## src/rtl/encoder_42.sv

```systemverilog
// Registered 4-to-2 priority encoder with valid and multi-request flags.
// Latency: one clk cycle from the capturing edge (en=1) to the outputs.
// Backpressure: none; en=0 freezes every output and ignores the requests.
module encoder_42 #(
    parameter bit HIGH_WINS    = 1'b1,
    parameter bit HOLD_ON_IDLE = 1'b0
) (
    input  logic clk,
    input  logic rst_n,
    input  logic en,
    input  logic i1,
    input  logic i2,
    input  logic i3,
    input  logic i4,
    output logic o0,
    output logic o1,
    output logic valid,
    output logic multi
);

    logic [3:0] req;
    logic [1:0] code_nxt;
    logic       any_nxt;
    logic       multi_nxt;
    logic [2:0] req_cnt;

    logic [1:0] code_q;
    logic       valid_q;
    logic       multi_q;

    assign req = {i4, i3, i2, i1};

    always_comb begin
        code_nxt = 2'b00;
        if (HIGH_WINS) begin
            if (req[3])      code_nxt = 2'b11;
            else if (req[2]) code_nxt = 2'b10;
            else if (req[1]) code_nxt = 2'b01;
            else             code_nxt = 2'b00;
        end else begin
            if (req[0])      code_nxt = 2'b00;
            else if (req[1]) code_nxt = 2'b01;
            else if (req[2]) code_nxt = 2'b10;
            else if (req[3]) code_nxt = 2'b11;
            else             code_nxt = 2'b00;
        end
    end

    always_comb begin
        req_cnt   = {2'b00, req[0]} + {2'b00, req[1]} + {2'b00, req[2]} + {2'b00, req[3]};
        any_nxt   = |req;
        multi_nxt = (req_cnt >= 3'd2);
    end

    // Idle with HOLD_ON_IDLE keeps the last winning index; otherwise the code follows code_nxt (00 when idle).
    always_ff @(posedge clk or negedge rst_n) begin
        if (!rst_n) begin
            code_q  <= 2'b00;
            valid_q <= 1'b0;
            multi_q <= 1'b0;
        end else if (en) begin
            valid_q <= any_nxt;
            multi_q <= multi_nxt;
            if (any_nxt || !HOLD_ON_IDLE) begin
                code_q <= code_nxt;
            end
        end
    end

    assign o0    = code_q[0];
    assign o1    = code_q[1];
    assign valid = valid_q;
    assign multi = multi_q;

endmodule

```

## config.mk

```make
export PLATFORM = sky130hd
export DESIGN_NAME = encoder_42
export DESIGN_NICKNAME = d
export VERILOG_FILES = /design/src/rtl/encoder_42.sv
export SDC_FILE = /design/constraint.sdc
export NUM_CORES = 1
export LEC_CHECK = 0
export CAP_MARGIN = 20
export CORE_AREA = 10 10 47 49
export DETAILED_ROUTE_END_ITERATION = 7
export DIE_AREA = 0 0 57 59
export GPL_ROUTABILITY_DRIVEN = 1
export GPL_TIMING_DRIVEN = 0
export PLACE_DENSITY = 0.41
export SLEW_MARGIN = 25
export SYNTH_ARGS = -nofsm -noshare
export SYNTH_HDL_FRONTEND = slang
export SYNTH_SLANG_ARGS = --single-unit
```

## constraint.sdc

```tcl
create_clock -name clk -period 1.4 [get_ports clk]
set_clock_uncertainty 0.05 [all_clocks]
set_input_delay 0.14 -clock clk [delete_from_list [all_inputs] [get_ports clk]]
set_output_delay 0.14 -clock clk [all_outputs]
set_load 0.005 [all_outputs]
```

==> results_dict.tcl, run 1 <==
set metrics [dict create \
    cp-start-kind "primary input" \
    cts.htree.levels 1 \
    cts_sinks 4 \
    grt_overflow_total 0 \
    synth_cell_types 9 \
    period_minus_slack_ns 1.32 \
    crit_required_ns 1.50 \
    antenna_found_initial 0 \
    final_core_util_pct 24.2 \
    worstReg2RegEnd "multi$_DFFE_PN0P_" \
    ff2ff_setup_slack_ns 0.71 \
    worst_r2r_path_depth 2 \
    routedWlPerCell_um 9.98 \
    power.density_mw_per_mm2 982 \
    synth_top_area_cell "dfrtp_1" \
    critPathMaxFanout 2 \
    grt_use_met2_pct 3.72 \
    antenna_left 0 \
    firstDrtPassIters 4 \
    worst_pin_slew_ns 0.184 \
    io_buffer_count 9 \
    total_power_uw 333 \
    clkTransAtPathRegs_ns 0.03 \
    worstReg2RegStart "multi$_DFFE_PN0P_" \
    cts_resized 0 \
    drt_iter0_markers 2 \
    initial_core_util_pct 14.7 \
    arrival_ns 1.42 \
    grt.met3_usage_pct 4.72 \
    dieArea_mm2 0.00336 \
    final.setup.worst_slack_ns 0.0789 \
    postSynthNetCount 30 \
    cts_buffers 3 \
    yosysTopAreaCellShare_pct 48.5 \
    crit_type "in -> reg" \
    status "completed" \
    ios 11 \
    dpl_cell_area_um2 317 \
    maxSlewViolCount 0 \
    drive_gt1_share_pct 12.1 \
    drcViolationCount 0 \
    crit_chain "clkdlybuf4s50_1, inv_1, fa_1, nand2b_1, a31oi_1" \
    cts_root_buffer "clkbuf_4" \
    ctsHoldBuffers 0 \
    coreArea_mm2 0.00140 \
    drt-total-wl_um 489 \
    cts_setup_buffers 0 \
    nets 44 \
    yosys_warnings 0 \
    die_w_um 57 \
    grt_pass1_vias 210 \
    vias_per_cell 3.71 \
    max_cap_viol_count 0 \
    rsz0062_at_grt "false" \
    finalSetupViolations 0 \
    tritoncts "yes" \
    vias 182 \
    max_stage_delay_ns 0.47 \
    crit_path_end_kind "flip-flop" \
    post-place-ws_ns -0.166 \
    grt_util_all_layers_pct 3.42 \
    synth_area_leaders "dfrtp_1 (48%), fa_1 (9.7%), a31oi_1 (9.1%), nor2_1 (9.1%), ha_1 (6.1%)" \
    grt_pass1_wl_um 800 \
    clk_latency_ns 0.23 \
    peakVddDrop_mv 0.247 \
    grt_max_degree 9 \
    netlist_area_um2 206 \
    ys_seq_area_share_pct 48.5 \
    grtUsageMet1_pct 2.51 \
    p_leak_uw 0.000145 \
    fin_area_um2 339 \
    diodes 0 \
    die_y_um 59 \
    avgSynthCellArea_um2 9.83 \
    netlist_instances 21 \
    hold_violations 0 \
    fin_crit_sh_pct 94.4 \
    areaGrowthSynthToFinish_pct 64.2 \
    cp_slowest_cell "clkdlybuf4s50_1" \
    min_path_type "in -> async" \
    ctsLongestPathBuffers 2 \
    gp_congestion 0.670 \
    slew_headroom_pct 87.7 \
    busiest_layer "met3" \
    max_freq_mhz 757 \
    rows 14 \
    synth_seq_cells 4 \
]
==> final cells by class <==
class                           instances  area, µm²
Buffer                                  1       7.51
Clock buffer                            3       22.5
Fill cell                             163       1060
Inverter                                3       11.3
Multi-Input combinational cell         13       87.6
Sequential cell                         4        100
Tap cell                               16       20.0
Timing Repair Buffer                    9       90.1
==> sequential cells by signal, summed over array words and instances (netlist names) <==
| name | cells |
|---|---|
| code_q | 2 |
| valid | 1 |
| multi | 1 |
==> cells by family after synthesis <==
family	after synthesis	share of synthesized area, %
AOI/OAI and AO/OA	4	11.5
adders and majority gates	2	15.8
buffers and inverters	4	9.09
DFF	4	48.5
and+or+nand+nor	7	15.2
==> cell usage after synthesis <==
master / count
a31oi_1: 3
inv_1: 3
fa_1: 1
dfrtp_1: 4
nand2b_1: 2
buf_4: 1
a21oi_1: 1
nor2_1: 5
ha_1: 1
==> worst max-delay path: cells and delay by family <==
family	cells	cell delay, ns
AOI/OAI and AO/OA	1	0.15
adders and majority gates	1	0.44
buffers and inverters	2	0.54
and+or+nand+nor	1	0.15
==> power by group <==
| group | total, µW | leakage, µW | switching [µW] | internal, µW |
|---|---|---|---|---|
| clock | 138 | 0.0000138 | 42.4 | 95.6 |
| sequential | 131 | 0.0000407 | 5.01 | 126 |
| combinational | 64.1 | 0.0000908 | 23.8 | 40.3 |
| total | 333 | 0.000145 | 71.2 | 262 |
==> routing by layer <==
metal | share of wire, % | routed length, µm
met5 | 0 | 0
met4 | 0 | 0
met3 | 26 | 125
met2 | 36 | 175
met1 | 38 | 188
==> worst max path at each step <==
stage,slack [ns],end,from
after CTS,0.08,multi$_DFFE_PN0P_,i2
after global routing,0.03,multi$_DFFE_PN0P_,i2
after floorplan,0.36,multi$_DFFE_PN0P_,i1
after detailed placement,-0.17,multi$_DFFE_PN0P_,i2
final,0.08,multi$_DFFE_PN0P_,i2
after global placement,-0.14,multi$_DFFE_PN0P_,i2
==> cell usage in the layout (no fill, tap or decap), drive strengths merged <==
cell type | Yosys | final
fa | 1 | 1
clkdlybuf4s50 | 0 | 9
clkbuf | 0 | 3
nor2 | 5 | 5
inv | 3 | 3
ha | 1 | 1
dfrtp | 4 | 4
buf | 1 | 1
a21oi | 1 | 1
nand2b | 2 | 2
a31oi | 3 | 3
==> through the flow <==
| step | TNS, ns | cells | hold WS (ns) |
|---|---|---|---|
| final | 0 | 49 | 0.0625 |
| after global routing | 0 | 49 | 0.0596 |
| after CTS | 0 | 49 | 0.0611 |
| after detailed placement | -0.166 | 46 | 0.308 |
| after global placement | -0.142 | 46 | 0.307 |
| after floorplan | 0 | 21 | -0.206 |
No activity file was read; power rests on OpenSTA's default activity.
==> run 2, diff against run 1 <==
Settings changed: CORE_AREA 10 10 47 49 to 4 4 41 43, DIE_AREA 0 0 57 59 to 0 0 45 47.
==> results_dict.tcl, run 2 (same netlist as run 1, synthesis figures left out) <==
set metrics [dict create \
    grt_max_degree 9 \
    critPathMaxFanout 2 \
    die_y_um 47 \
    grt_overflow_total 0 \
    crit_start "i2" \
    cts_sinks 4 \
    clk_latency_ns 0.23 \
    grt_pass1_wl_um 759 \
    dieArea_mm2 0.00212 \
    finalSetupViolations 0 \
    vias_per_cell 3.73 \
    clkTransAtPathRegs_ns 0.04 \
    final_common_cell "clkdlybuf4s50_1" \
    drcViolationCount 0 \
    hold_violations 0 \
    vias 179 \
    cp_top_family "buffers and inverters" \
    firstDrtPassIters 1 \
    cts.htree.levels 1 \
    worstReg2RegEnd "multi$_DFFE_PN0P_" \
    coreArea_mm2 0.00130 \
    max_cap_viol_count 0 \
    cp_slowest_cell "clkdlybuf4s50_1" \
    worst-path-buf-inv 2 \
    cts_setup_buffers 0 \
    rsz0062_at_grt "false" \
    worst_pin_slew_ns 0.189 \
    nets 44 \
    antenna_found_initial 0 \
    cts_root_buffer "clkbuf_4" \
    status "completed" \
    max_stage_delay_ns 0.47 \
    drt-total-wl_um 449 \
    maxSlewViolCount 0 \
    die_w_um 45 \
    power.density_mw_per_mm2 998 \
    diodes 0 \
    ctsHoldBuffers 0 \
    worstReg2RegStart "multi$_DFFE_PN0P_" \
    drt_iter0_markers 0 \
    peakVddDrop_mv 0.356 \
    largest_register_ffs 2 \
    crit_type "in -> reg" \
    ff2ff_setup_slack_ns 0.71 \
    post-place-ws_ns -0.180 \
    worst_r2r_path_depth 2 \
    hold_ws_ns 0.0619 \
    io_buffer_count 9 \
    rows 13 \
    ctsLongestPathBuffers 2 \
    grt_pass1_vias 188 \
    period_minus_slack_ns 1.29 \
    fin_crit_sh_pct 92.4 \
    grt_util_all_layers_pct 5.47 \
    crit_path_end_kind "flip-flop" \
    slew_headroom_pct 87.4 \
    ios 11 \
    nFillCells 142 \
    crit_chain "clkdlybuf4s50_1, inv_1, fa_1, nand2b_1, a31oi_1" \
    tritoncts "yes" \
    gp_congestion 0.694 \
    crit_required_ns 1.50 \
    antenna_left 0 \
    cts_buffers 3 \
    areaGrowthSynthToFinish_pct 63.6 \
    final_cell_mix "clkdlybuf4s50_1 (9), nor2_1 (5), dfrtp_1 (4)" \
    arrival_ns 1.40 \
    routedWlPerCell_um 9.35 \
    min_path_type "in -> async" \
    final.setup.worst_slack_ns 0.106 \
    cts_resized 0 \
    drive_gt1_share_pct 12.1 \
    p_leak_uw 0.000145 \
    max_freq_mhz 773 \
    cp-start-kind "primary input" \
    top_register "code_q" \
    initial_core_util_pct 15.9 \
]
[run 2: through the flow]
step                      TNS (ns)  area, µm²  instances  power (µW)  utilization, %
after floorplan                  0        206         21         156               -
after global placement      -0.179        315         45         198            24.2
after detailed placement    -0.180        315         45         199            24.2
after CTS                        0        338         48         348            26.0
after global routing             0        338         48         364            26.0
final                            0        338         48         337            26.0
[run 2: where the power goes]
| part | total (µW) | switching [µW] | leakage [µW] | internal (µW) |
|---|---|---|---|---|
| Combinational | 64.6 | 23.8 | 0.0000908 | 40.8 |
| Sequential | 131 | 5.27 | 0.0000407 | 126 |
| Clock | 141 | 45.6 | 0.0000138 | 95.8 |
[run 2: worst max path at each step]
stage	endpoint	slack, ns	cells past startpoint
after floorplan	multi$_DFFE_PN0P_	0.36	4
after global placement	multi$_DFFE_PN0P_	-0.18	5
after detailed placement	multi$_DFFE_PN0P_	-0.18	5
after CTS	multi$_DFFE_PN0P_	0.06	5
after global routing	multi$_DFFE_PN0P_	0.03	5
final	multi$_DFFE_PN0P_	0.11	5
[run 2: layout make-up]
| cell class | count | area (µm²) | area share, % |
|---|---|---|---|
| Sequential cell | 4 | 100 | 29.6 |
| Timing Repair Buffer | 9 | 90.1 | 26.7 |
| Multi-Input combinational cell | 13 | 87.6 | 25.9 |
| Clock buffer | 3 | 22.5 | 6.67 |
| Tap cell | 15 | 18.8 | 5.56 |
| Inverter | 3 | 11.3 | 3.33 |
| Buffer | 1 | 7.51 | 2.22 |
[run 2: worst reg2reg max path: stages, from the launching register on]
cell     delay (ns)
dfrtp_1        0.37
nor2_1         0.10
a31oi_1        0.04
[run 2: per-layer routing]
| layer | track usage [%] | up-vias | routed length (µm) |
|---|---|---|---|
| met5 | 0 | - | 0 |
| met4 | 3.51 | 0 | 0 |
| met3 | 4.98 | 0 | 76 |
| met2 | 6.50 | 12 | 173 |
| met1 | 6.21 | 76 | 199 |
| li1 | - | 91 | - |
